### config.mk
export PLATFORM = sky130hd
export DESIGN_NAME = sim_step_scheduler
export DESIGN_NICKNAME = d
export VERILOG_FILES = /design/src/rtl/sim_pkg.sv /design/src/rtl/index_issuer.sv /design/src/rtl/sim_step_scheduler.sv
export SDC_FILE = /design/constraint.sdc
export NUM_CORES = 1
export LEC_CHECK = 0
export BUFFER_PORTS_ARGS = -buffer_cell sky130_fd_sc_hd__buf_2
export CORE_ASPECT_RATIO = 0.75
export CORE_UTILIZATION = 30
export CTS_CLUSTER_DIAMETER = 80
export CTS_CLUSTER_SIZE = 25
export DETAILED_ROUTE_END_ITERATION = 12
export SLEW_MARGIN = 20
export SYNTH_ARGS = -nofsm -noshare
export SYNTH_HDL_FRONTEND = slang
export SYNTH_SLANG_ARGS = --single-unit
### constraint.sdc
create_clock -name clk_in -period 5 [get_ports clk_in]
set_input_delay 1 -clock clk_in [delete_from_list [all_inputs] [get_ports clk_in]]
set_output_delay 1 -clock clk_in [all_outputs]
set_load 0.01 [all_outputs]
### src/rtl/sim_pkg.sv
// Shared types and default sizing for the particle simulator: scheduler
// phases, scheduler states, and the particle index width/count used by the
// update buffer and the compute pipelines.
package sim_pkg;

  localparam int ADDR_WIDTH_DEF     = 7;
  localparam int PARTICLE_COUNT_DEF = 128;

  // Phase reported to the renderer and top level.
  typedef enum logic [1:0] {
    PH_IDLE    = 2'd0,
    PH_DENSITY = 2'd1,
    PH_UPDATE  = 2'd2,
    PH_SWAP    = 2'd3
  } phase_t;

  // Frame sequencer states.
  typedef enum logic [3:0] {
    ST_IDLE,
    ST_DEN_ISSUE,
    ST_DEN_DRAIN,
    ST_UPD_ISSUE,
    ST_UPD_DRAIN,
    ST_SWAP_START,
    ST_SWAP_ARM,
    ST_SWAP_WAIT,
    ST_DONE
  } sched_state_t;

  // Map a sequencer state onto the externally visible phase. DONE reports
  // IDLE because the frame is already complete in that cycle.
  function automatic phase_t phase_of(sched_state_t s);
    phase_t p;
    case (s)
      ST_DEN_ISSUE, ST_DEN_DRAIN:              p = PH_DENSITY;
      ST_UPD_ISSUE, ST_UPD_DRAIN:              p = PH_UPDATE;
      ST_SWAP_START, ST_SWAP_ARM, ST_SWAP_WAIT: p = PH_SWAP;
      default:                                 p = PH_IDLE;
    endcase
    return p;
  endfunction

endpackage

### src/rtl/index_issuer.sv
// Presents particle indices 0..count-1 on a valid/ready handshake. A start
// pulse rewinds to index 0 and raises valid on the following cycle; the
// index advances only on an accepted transfer and holds while stalled.
module index_issuer
  import sim_pkg::*;
#(
  parameter int ADDR_WIDTH = ADDR_WIDTH_DEF
) (
  input  logic                  clk_in,
  input  logic                  rst,
  input  logic                  start,
  input  logic [ADDR_WIDTH:0]   count,
  output logic [ADDR_WIDTH-1:0] idx,
  output logic                  valid,
  input  logic                  ready,
  output logic                  last_accepted
);

  localparam logic [ADDR_WIDTH:0] ONE = (ADDR_WIDTH+1)'(1);

  logic [ADDR_WIDTH:0] last_idx;

  assign last_idx      = count - ONE;
  // The final index of the pass is being transferred this cycle.
  assign last_accepted = valid && ready && ({1'b0, idx} == last_idx);

  // Index/valid register: rewind on start, advance on accept, stop after last.
  always_ff @(posedge clk_in) begin
    // NOTE: sequential state uses non-blocking assignments so every register
    // in the design samples the values present before the clock edge.
    if (rst) begin
      idx   <= '0;
      valid <= 1'b0;
    end else if (start) begin
      idx   <= '0;
      valid <= 1'b1;
    end else if (valid && ready) begin
      if (last_accepted) begin
        valid <= 1'b0;
      end else begin
        idx <= idx + 1'b1;
      end
    end
  end

endmodule

### src/rtl/sim_step_scheduler.sv
// Frame-level sequencer: density pass, update pass, then buffer swap. One
// index issuer is shared by both passes; a guard counter keeps the drain
// from trusting pipe_busy_in until the last issued index has entered the
// pipeline. Every top-level output comes straight from a register.
module sim_step_scheduler
  import sim_pkg::*;
#(
  parameter int ADDR_WIDTH      = ADDR_WIDTH_DEF,
  parameter int PARTICLE_COUNT  = PARTICLE_COUNT_DEF,
  parameter int DRAIN_GUARD     = 2,
  parameter int FRAME_CNT_WIDTH = 16
) (
  input  logic                       clk_in,
  input  logic                       rst,
  input  logic                       run_in,
  input  logic                       step_in,
  output logic [ADDR_WIDTH-1:0]      idx_out,
  output logic                       idx_valid_out,
  input  logic                       idx_ready_in,
  input  logic                       pipe_busy_in,
  output logic [1:0]                 phase_out,
  output logic                       swap_activate_out,
  input  logic                       swap_done_in,
  output logic                       frame_done_out,
  output logic [FRAME_CNT_WIDTH-1:0] frame_count_out,
  output logic                       busy_out
);

  localparam int                    GUARD_W    = $clog2(DRAIN_GUARD + 1);
  localparam logic [GUARD_W-1:0]    GUARD_LOAD = GUARD_W'(DRAIN_GUARD);
  localparam logic [ADDR_WIDTH:0]   COUNT      = (ADDR_WIDTH+1)'(PARTICLE_COUNT);
  localparam logic [FRAME_CNT_WIDTH-1:0] FRAME_ONE = FRAME_CNT_WIDTH'(1);

  sched_state_t        state, state_next;
  logic [GUARD_W-1:0]  guard;
  logic                issue_start;
  logic                last_accepted;
  logic                in_issue, in_drain;

  assign in_issue = (state == ST_DEN_ISSUE) || (state == ST_UPD_ISSUE);
  assign in_drain = (state == ST_DEN_DRAIN) || (state == ST_UPD_DRAIN);

  index_issuer #(
    .ADDR_WIDTH(ADDR_WIDTH)
  ) u_issuer (
    .clk_in       (clk_in),
    .rst          (rst),
    .start        (issue_start),
    .count        (COUNT),
    .idx          (idx_out),
    .valid        (idx_valid_out),
    .ready        (idx_ready_in),
    .last_accepted(last_accepted)
  );

  // Next-state logic and the issuer start pulse.
  always_comb begin
    // NOTE: every signal written here gets a default first, so no path
    // through the case statement can leave it unassigned and infer a latch.
    state_next  = state;
    issue_start = 1'b0;
    case (state)
      ST_IDLE: begin
        if (run_in || step_in) begin
          state_next  = ST_DEN_ISSUE;
          issue_start = 1'b1;
        end
      end
      ST_DEN_ISSUE: if (last_accepted) state_next = ST_DEN_DRAIN;
      ST_DEN_DRAIN: begin
        if (guard == '0 && !pipe_busy_in) begin
          state_next  = ST_UPD_ISSUE;
          issue_start = 1'b1;
        end
      end
      ST_UPD_ISSUE: if (last_accepted) state_next = ST_UPD_DRAIN;
      ST_UPD_DRAIN: if (guard == '0 && !pipe_busy_in) state_next = ST_SWAP_START;
      ST_SWAP_START: state_next = ST_SWAP_ARM;
      // The buffer still shows its old done flag here; never sample it.
      ST_SWAP_ARM:   state_next = ST_SWAP_WAIT;
      ST_SWAP_WAIT:  if (swap_done_in) state_next = ST_DONE;
      ST_DONE:       state_next = ST_IDLE;
      default:       state_next = ST_IDLE;
    endcase
  end

  // State register with outputs registered from the next state, so each
  // output lines up with the state it describes.
  always_ff @(posedge clk_in) begin
    if (rst) begin
      state             <= ST_IDLE;
      phase_out         <= PH_IDLE;
      busy_out          <= 1'b0;
      swap_activate_out <= 1'b0;
      frame_done_out    <= 1'b0;
      frame_count_out   <= '0;
    end else begin
      state             <= state_next;
      phase_out         <= phase_of(state_next);
      busy_out          <= (state_next != ST_IDLE);
      swap_activate_out <= (state_next == ST_SWAP_START);
      frame_done_out    <= (state_next == ST_DONE);
      if (state_next == ST_DONE) begin
        frame_count_out <= frame_count_out + FRAME_ONE;
      end
    end
  end

  // Drain guard: loaded on the last accept, counted down while draining.
  always_ff @(posedge clk_in) begin
    if (rst) begin
      guard <= '0;
    end else if (in_issue && last_accepted) begin
      guard <= GUARD_LOAD;
    end else if (in_drain && guard != '0) begin
      guard <= guard - 1'b1;
    end
  end

endmodule

---- After elaboration in Yosys (flattened, before gate mapping) ----
Index checks and enable logic that the tools add are counted.
cells by class
  reductions and logical operators ........ 23
  $add $sub $neg .......................... 3
  eq/ne operators ......................... 16
  bitwise gates (word level) .............. 1
  multiplexer cells ....................... 16
operators by type and width
  kind                                                                    count
  4-bit by 3-bit equality test with 1-bit output (second input constant)  8
  4-bit case mux with 8 select lines                                      1
  4-bit two-way mux                                                       6
  16-bit by 1-bit adder with 16-bit output (second input constant)        1
  4-bit by 2-bit equality test with 1-bit output (second input constant)  4
  4-bit by 1-bit equality test with 1-bit output (second input constant)  2
  2-bit nonzero test                                                      4
  2-bit OR reduction                                                      4
  7-bit by 1-bit adder with 7-bit output (second input constant)          1
  7-bit equality test (second input constant)                             1
  2-bit case mux with 3 select lines                                      1
  1-bit logical AND                                                       5
  1-bit two-way mux                                                       5
  4-bit equality test (second input constant)                             1
  4-bit logical NOT                                                       1
  2-bit two-way mux                                                       2
  2-bit AND reduction                                                     2
  4-bit nonzero test                                                      1
  1-bit logical OR                                                        3
  3-bit OR reduction                                                      1
  2-bit logical NOT                                                       1
  1-bit case mux with 2 select lines                                      1
  2-bit by 1-bit subtractor with 2-bit output (second input constant)     1
  1-bit logical NOT                                                       1
  1-bit NOT                                                               1
storage, ports and cells
  word-level logic and storage cells ...... 69
  output and inout bits ................... 29
  input port bits ......................... 7
  register bits ........................... 35

---- Logic depth before layout (Yosys ltp) ----
  depth in word-level cells ............... 7
  gate-level depth with buffers ........... 6
  depth with buffers taken out ............ 6

---- Modules after synthesis ----
Synthesis repeated with hierarchy kept, for this count alone.
unflattened totals
  cell total of the unflattened synthesis .. 228
  area total of the unflattened synthesis .. 1,980.6 µm²
by module, submodules not included
  module              instances  cells an instance  area each (µm²)  sequential area each (µm²)
  sim_step_scheduler  1          152                1,347.5          540.5
  index_issuer        1          76                 633.1            160.2

---- Worst setup path after synthesis ----
Ideal clock, no wire load.
  path type ............................... input port to flip-flop
  start point ............................. input pipe_busy_in
  end point ............................... register phase_out[1]
  data required time ...................... 4.883 ns
  library setup time ...................... 0.117 ns
  arrival ................................. 2.127 ns
  slack ................................... 2.756 ns
  path buffers ............................ 0
  cell stages on the path ................. 4
  cells stage by stage .................... or3b_2 -> a221o_1 -> and3_1 -> a22o_1
between the ends
  cells in the longest elaborated chain, start to end .. 7
  elaborated cells between the ends (all ways) .. 16
  those cells by class .................... eq/ne (7); mux (4); reduce/logical (5)
ends and longest elaborated chain
  element                                                                 line                                                source
  start, declared                                                         sim_step_scheduler.sv:20                            input logic pipe_busy_in,
  1-bit logical NOT *                                                     sim_step_scheduler.sv:71, sim_step_scheduler.sv:77
  1-bit logical AND *                                                     sim_step_scheduler.sv:71, sim_step_scheduler.sv:77
  4-bit two-way mux (on tied branches)                                    sim_step_scheduler.sv:77, sim_step_scheduler.sv:71
  4-bit case mux with 8 select lines *                                    sim_step_scheduler.sv:62                            case (state)
  4-bit by 3-bit equality test with 1-bit output (tied with other cells)  sim_pkg.sv:34                                       case (s)
  3-bit OR reduction / 2-bit OR reduction (equally long branches)         sim_pkg.sv:34
  2-bit case mux with 3 select lines *                                    sim_pkg.sv:34
  end signal, assigned                                                    sim_step_scheduler.sv:99                            phase_out <= phase_of(state_next);
  end, declared                                                           sim_step_scheduler.sv:21                            output logic [1:0] phase_out,
Every way passes the cells marked *; elsewhere a longest branch is shown, timed or not.
A chain may end at the register's enable or synchronous reset.

---- Worst setup path in the final report ----
  start point ............................. input swap_done_in
  end point ............................... register frame_count_out[15]
between the ends
  cells in the longest elaborated chain, start to end .. 3
ends and longest elaborated chain
  element                             line                       source
  start, declared                     sim_step_scheduler.sv:23   input logic swap_done_in,
  4-bit two-way mux                   sim_step_scheduler.sv:81   ST_SWAP_WAIT: if (swap_done_in) state_next = ST_DONE;
  4-bit case mux with 8 select lines  sim_step_scheduler.sv:62
  4-bit equality test                 sim_step_scheduler.sv:103  if (state_next == ST_DONE) begin
  end signal, assigned                sim_step_scheduler.sv:104  frame_count_out <= frame_count_out + FRAME_ONE;
  end, declared                       sim_step_scheduler.sv:25   output logic [FRAME_CNT_WIDTH-1:0] frame_count_out,
Every way passes these cells.

==> metrics.md <==
| Metric | Value |
|---|---|
| Worst VDD drop | 89.5 uV |
| Area Overhead vs Synth | 19.3% |
| Sequential cell area | 701 sq um |
| Core ar. | 5410 sq um |
| Root Driver | clkbuf_8 |
| Crit path time final | 2420 ps |
| Status | finished, final reports clean |
| Most frequent cells in the layout | dfxtp_1, buf_2, nor2_1 |
| Crit path kind | primary input to register |
| Post-synth EDFFs | 0 |
| Synth Area per Inst | ~8.5 sq um |
| Ys flop type | dfxtp_1 |
| Mapped cell area | 1710 sq um |
| Warnings from Yosys | 0 |
| Num CTS Buffers | 5 |
| # Post-CTS Setup Buffers | 0 |
| Delay-heaviest family, CP | simple AND/OR/NAND/NOR gates |
| Gpl congestion | 0.831 |
| RSZ-0062 raised after global routing | false |
| Setup crit start kind | primary input |
| Compound-Gate Fraction of Synth Area | 16.3% |
| Buffers added on ports | 35 |
| Clk pwr share | 39.4% |
| Remaining DRCs | 0 |
| Worst-path cell chain | buf_2, nand3_1, or4_4, or4_1, a21oi_1 |
| HP Start | frame_count_out[15] |
| CTS resizes | 0 |
| Ys async rst share | 0% |
| First-pass GRT wire length | 6070 um |
| Vias per cell | ~5 |
| Die Span X | about 89 um |
| Setup TNS | 0 ps |
| Switch share | approximately a quarter |
| Total internal power | 0.000429 W |
| # fillers | 585 |
| Diodes inserted | 0 |
| Syn_nets | 210 |
| Adder-Cell Fraction of Synth Area | 2.20% |
| Clock transition at path regs | 60 ps |
| Worst Path Buf+Inv | 1 |
| Crit path DAT | 2630 ps |
| Wire per inst | ~12 um |
| Cell area power density | 275 nW/um^2 |
| Crit path launch | swap_done_in |
| Worst clock skew | 5.45 ps |
| Routed WL | 3730 um |
| Chip Height | 67.3 um |
| Leakage power | 0.749 nW |
| Die ar. | 5990 sq um |
| Fin util | 37.6% |
| Antenna Nets Post-Route | 0 |
| Starting density of the core | 31.5% |
| Initial DRC count | 98 |
| Vias in the first global route | 1301 |
| Max frequency | 413 MHz |
| Startpoint of the worst register-to-register path | state[1] |
| Hold crit path type | register to register |
| Psw | 0.000130 W |
| Max_cap viols | 0 |
| Initial antenna violation count | 0 |
| Area of the multi-input gates | 942 sq um |
| Post-Synth Simple-Gate Area | 27.3% |
| Critical-path top delay cell | or4_4 |
| Sequential power share | a little over half |
| Share of cells above drive strength 1 | 19.7% |
| Synthesis-stage register bit count | 35 |
| Largest family of logic cells by synthesized area | simple AND/OR/NAND/NOR gates |
| CP Data Required Time | 5210 ps |
| Fin. Hold Viols | 0 |
| Flop2flop setup slack | 2710 ps |
| Layout Nets | 242 |
| Overflow after GRT | 0 |
| Seq/Total Area, Yosys | about two fifths |
| First-pass DRT Iterations | 4 |
| Vias | 1528 |
| Post-Synth XOR/XNOR Area | under 10% |
| Slew margin rel. | between 50% and 60% |
| Largest net degree at the start of global routing | 29 |
| Fin. max-slew vios | 0 |
| Endpoints failing setup | 0 |
| Tot GR Track Use | 13.2% |
| Placement Rows | 23 |
| TritonCTS clock tree | built |
| I/O Pins | 36 |
| Fin crit share | 48.4% |
| Setup crit end kind | register |
| Synth unique cells | 43 |
| Slew @ Worst Pin | 623 ps |
| Crit path largest cell delay | 660 ps |
| Clock sink total | 35 |
| Worst-Skew Late Latency | 280 ps |
| Cells after Synth | 200 |
| Final HPWL DP | 2710 um |
| Combinational Power Share | 7.8% |
| Post-synthesis mux area share | 1.25% |
| CTS Hold Bufs | 0 |
| Maximum clock path buffer count | 2 |
| H-tree levels | 2 |
| Crit-path max FO | 11 |
-- worst register-to-register path: cells and delay by family (launching register included) --
| family | cells | cell delay [ps] |
|---|---|---|
| compound gates | 1 | 140 |
| simple gates | 3 | 1490 |
| flops | 1 | 600 |
-- area by class of cell --
type / count / area share (%)
multi-input combinational: 149 / 46.3
sequential: 35 / 34.4
tap: 75 / 4.61
timing repair buffer: 35 / 8.61
inverter: 6 / 1.11
clock buffer: 8 / 4.92
-- power groups by stage --
stage | sequential [W] | combinational [W] | clock (W)
after global placement | 0.000301 | 0.0000440 | 0
after global routing | 0.000296 | 0.0000488 | 0.000241
final | 0.000295 | 0.0000437 | 0.000220
after CTS | 0.000295 | 0.0000438 | 0.000228
after floorplan | 0.000298 | 0.0000332 | 0
after detailed placement | 0.000301 | 0.0000435 | 0
-- routing by layer --
layer	track usage, %	routed length, um	up-vias
li1	-	-	792
met1	19.4	2010	701
met2	18.7	1500	31
met3	3.42	173	4
met4	4.17	44	0
met5	0	0	-
-- sequential cells by signal, summed over array words and instances (netlist names) --
register,count
busy_out,1
u_issuer.valid,1
guard,2
swap_activate_out,1
frame_done_out,1
state,4
u_issuer.idx,7
phase_out,2
frame_count_out,16
-- metrics by stage --
step | hold WS (ps) | cells | worst slack [ps] | total power (W) | cell area [sq um]
after floorplan | 496 | 200 | 2760 | 0.000331 | 1710
after global placement | 468 | 300 | 2350 | 0.000345 | 1930
after detailed placement | 471 | 300 | 2320 | 0.000345 | 1930
after CTS | 482 | 308 | 2610 | 0.000566 | 2030
after global routing | 512 | 308 | 2470 | 0.000586 | 2030
final | 481 | 308 | 2580 | 0.000559 | 2030
-- cells by family (layout without fill, tap and decap cells) --
kind of cell / after synthesis / in the layout
compound gates: 42 / 42
fa+ha+maj: 3 / 3
mux: 2 / 2
simple gates: 86 / 86
flops: 35 / 35
xor+xnor: 16 / 16
buf+inv: 16 / 49
-- synthesized netlist by cell type (2+ instances only) --
| library cell | instances | area (sq um) |
|---|---|---|
| nor3_1 | 8 | 40.0 |
| a311oi_1 | 3 | 26.3 |
| o21a_1 | 3 | 22.5 |
| inv_1 | 6 | 22.5 |
| or3_1 | 7 | 43.8 |
| nand4_1 | 6 | 37.5 |
| a211o_1 | 3 | 26.3 |
| xnor2_1 | 13 | 114 |
| nand2_1 | 11 | 41.3 |
| nor2_1 | 21 | 78.8 |
| o21ai_0 | 7 | 35.0 |
| a211oi_1 | 2 | 15.0 |
| a21oi_1 | 13 | 65.1 |
| nor3b_1 | 2 | 15.0 |
| and3_1 | 3 | 18.8 |
| o221ai_1 | 2 | 17.5 |
| ha_1 | 3 | 37.5 |
| or4_1 | 2 | 15.0 |
| clkbuf_1 | 7 | 26.3 |
| nand2b_1 | 4 | 25.0 |
| nor4_1 | 3 | 18.8 |
| dfxtp_1 | 35 | 701 |
| xor2_1 | 3 | 26.3 |
| and4_1 | 2 | 17.5 |
| o31ai_1 | 2 | 15.0 |
| a31oi_1 | 3 | 18.8 |
| nand3_1 | 9 | 45.0 |
| buf_2 | 2 | 10.0 |
-- final timing paths --
check                        end  depth (start not counted)
max          frame_count_out[15]                          5
min          frame_count_out[15]                          2
max reg2reg  frame_count_out[15]                          4
min reg2reg  frame_count_out[15]                          2
(Power assumes the default switching activity.)
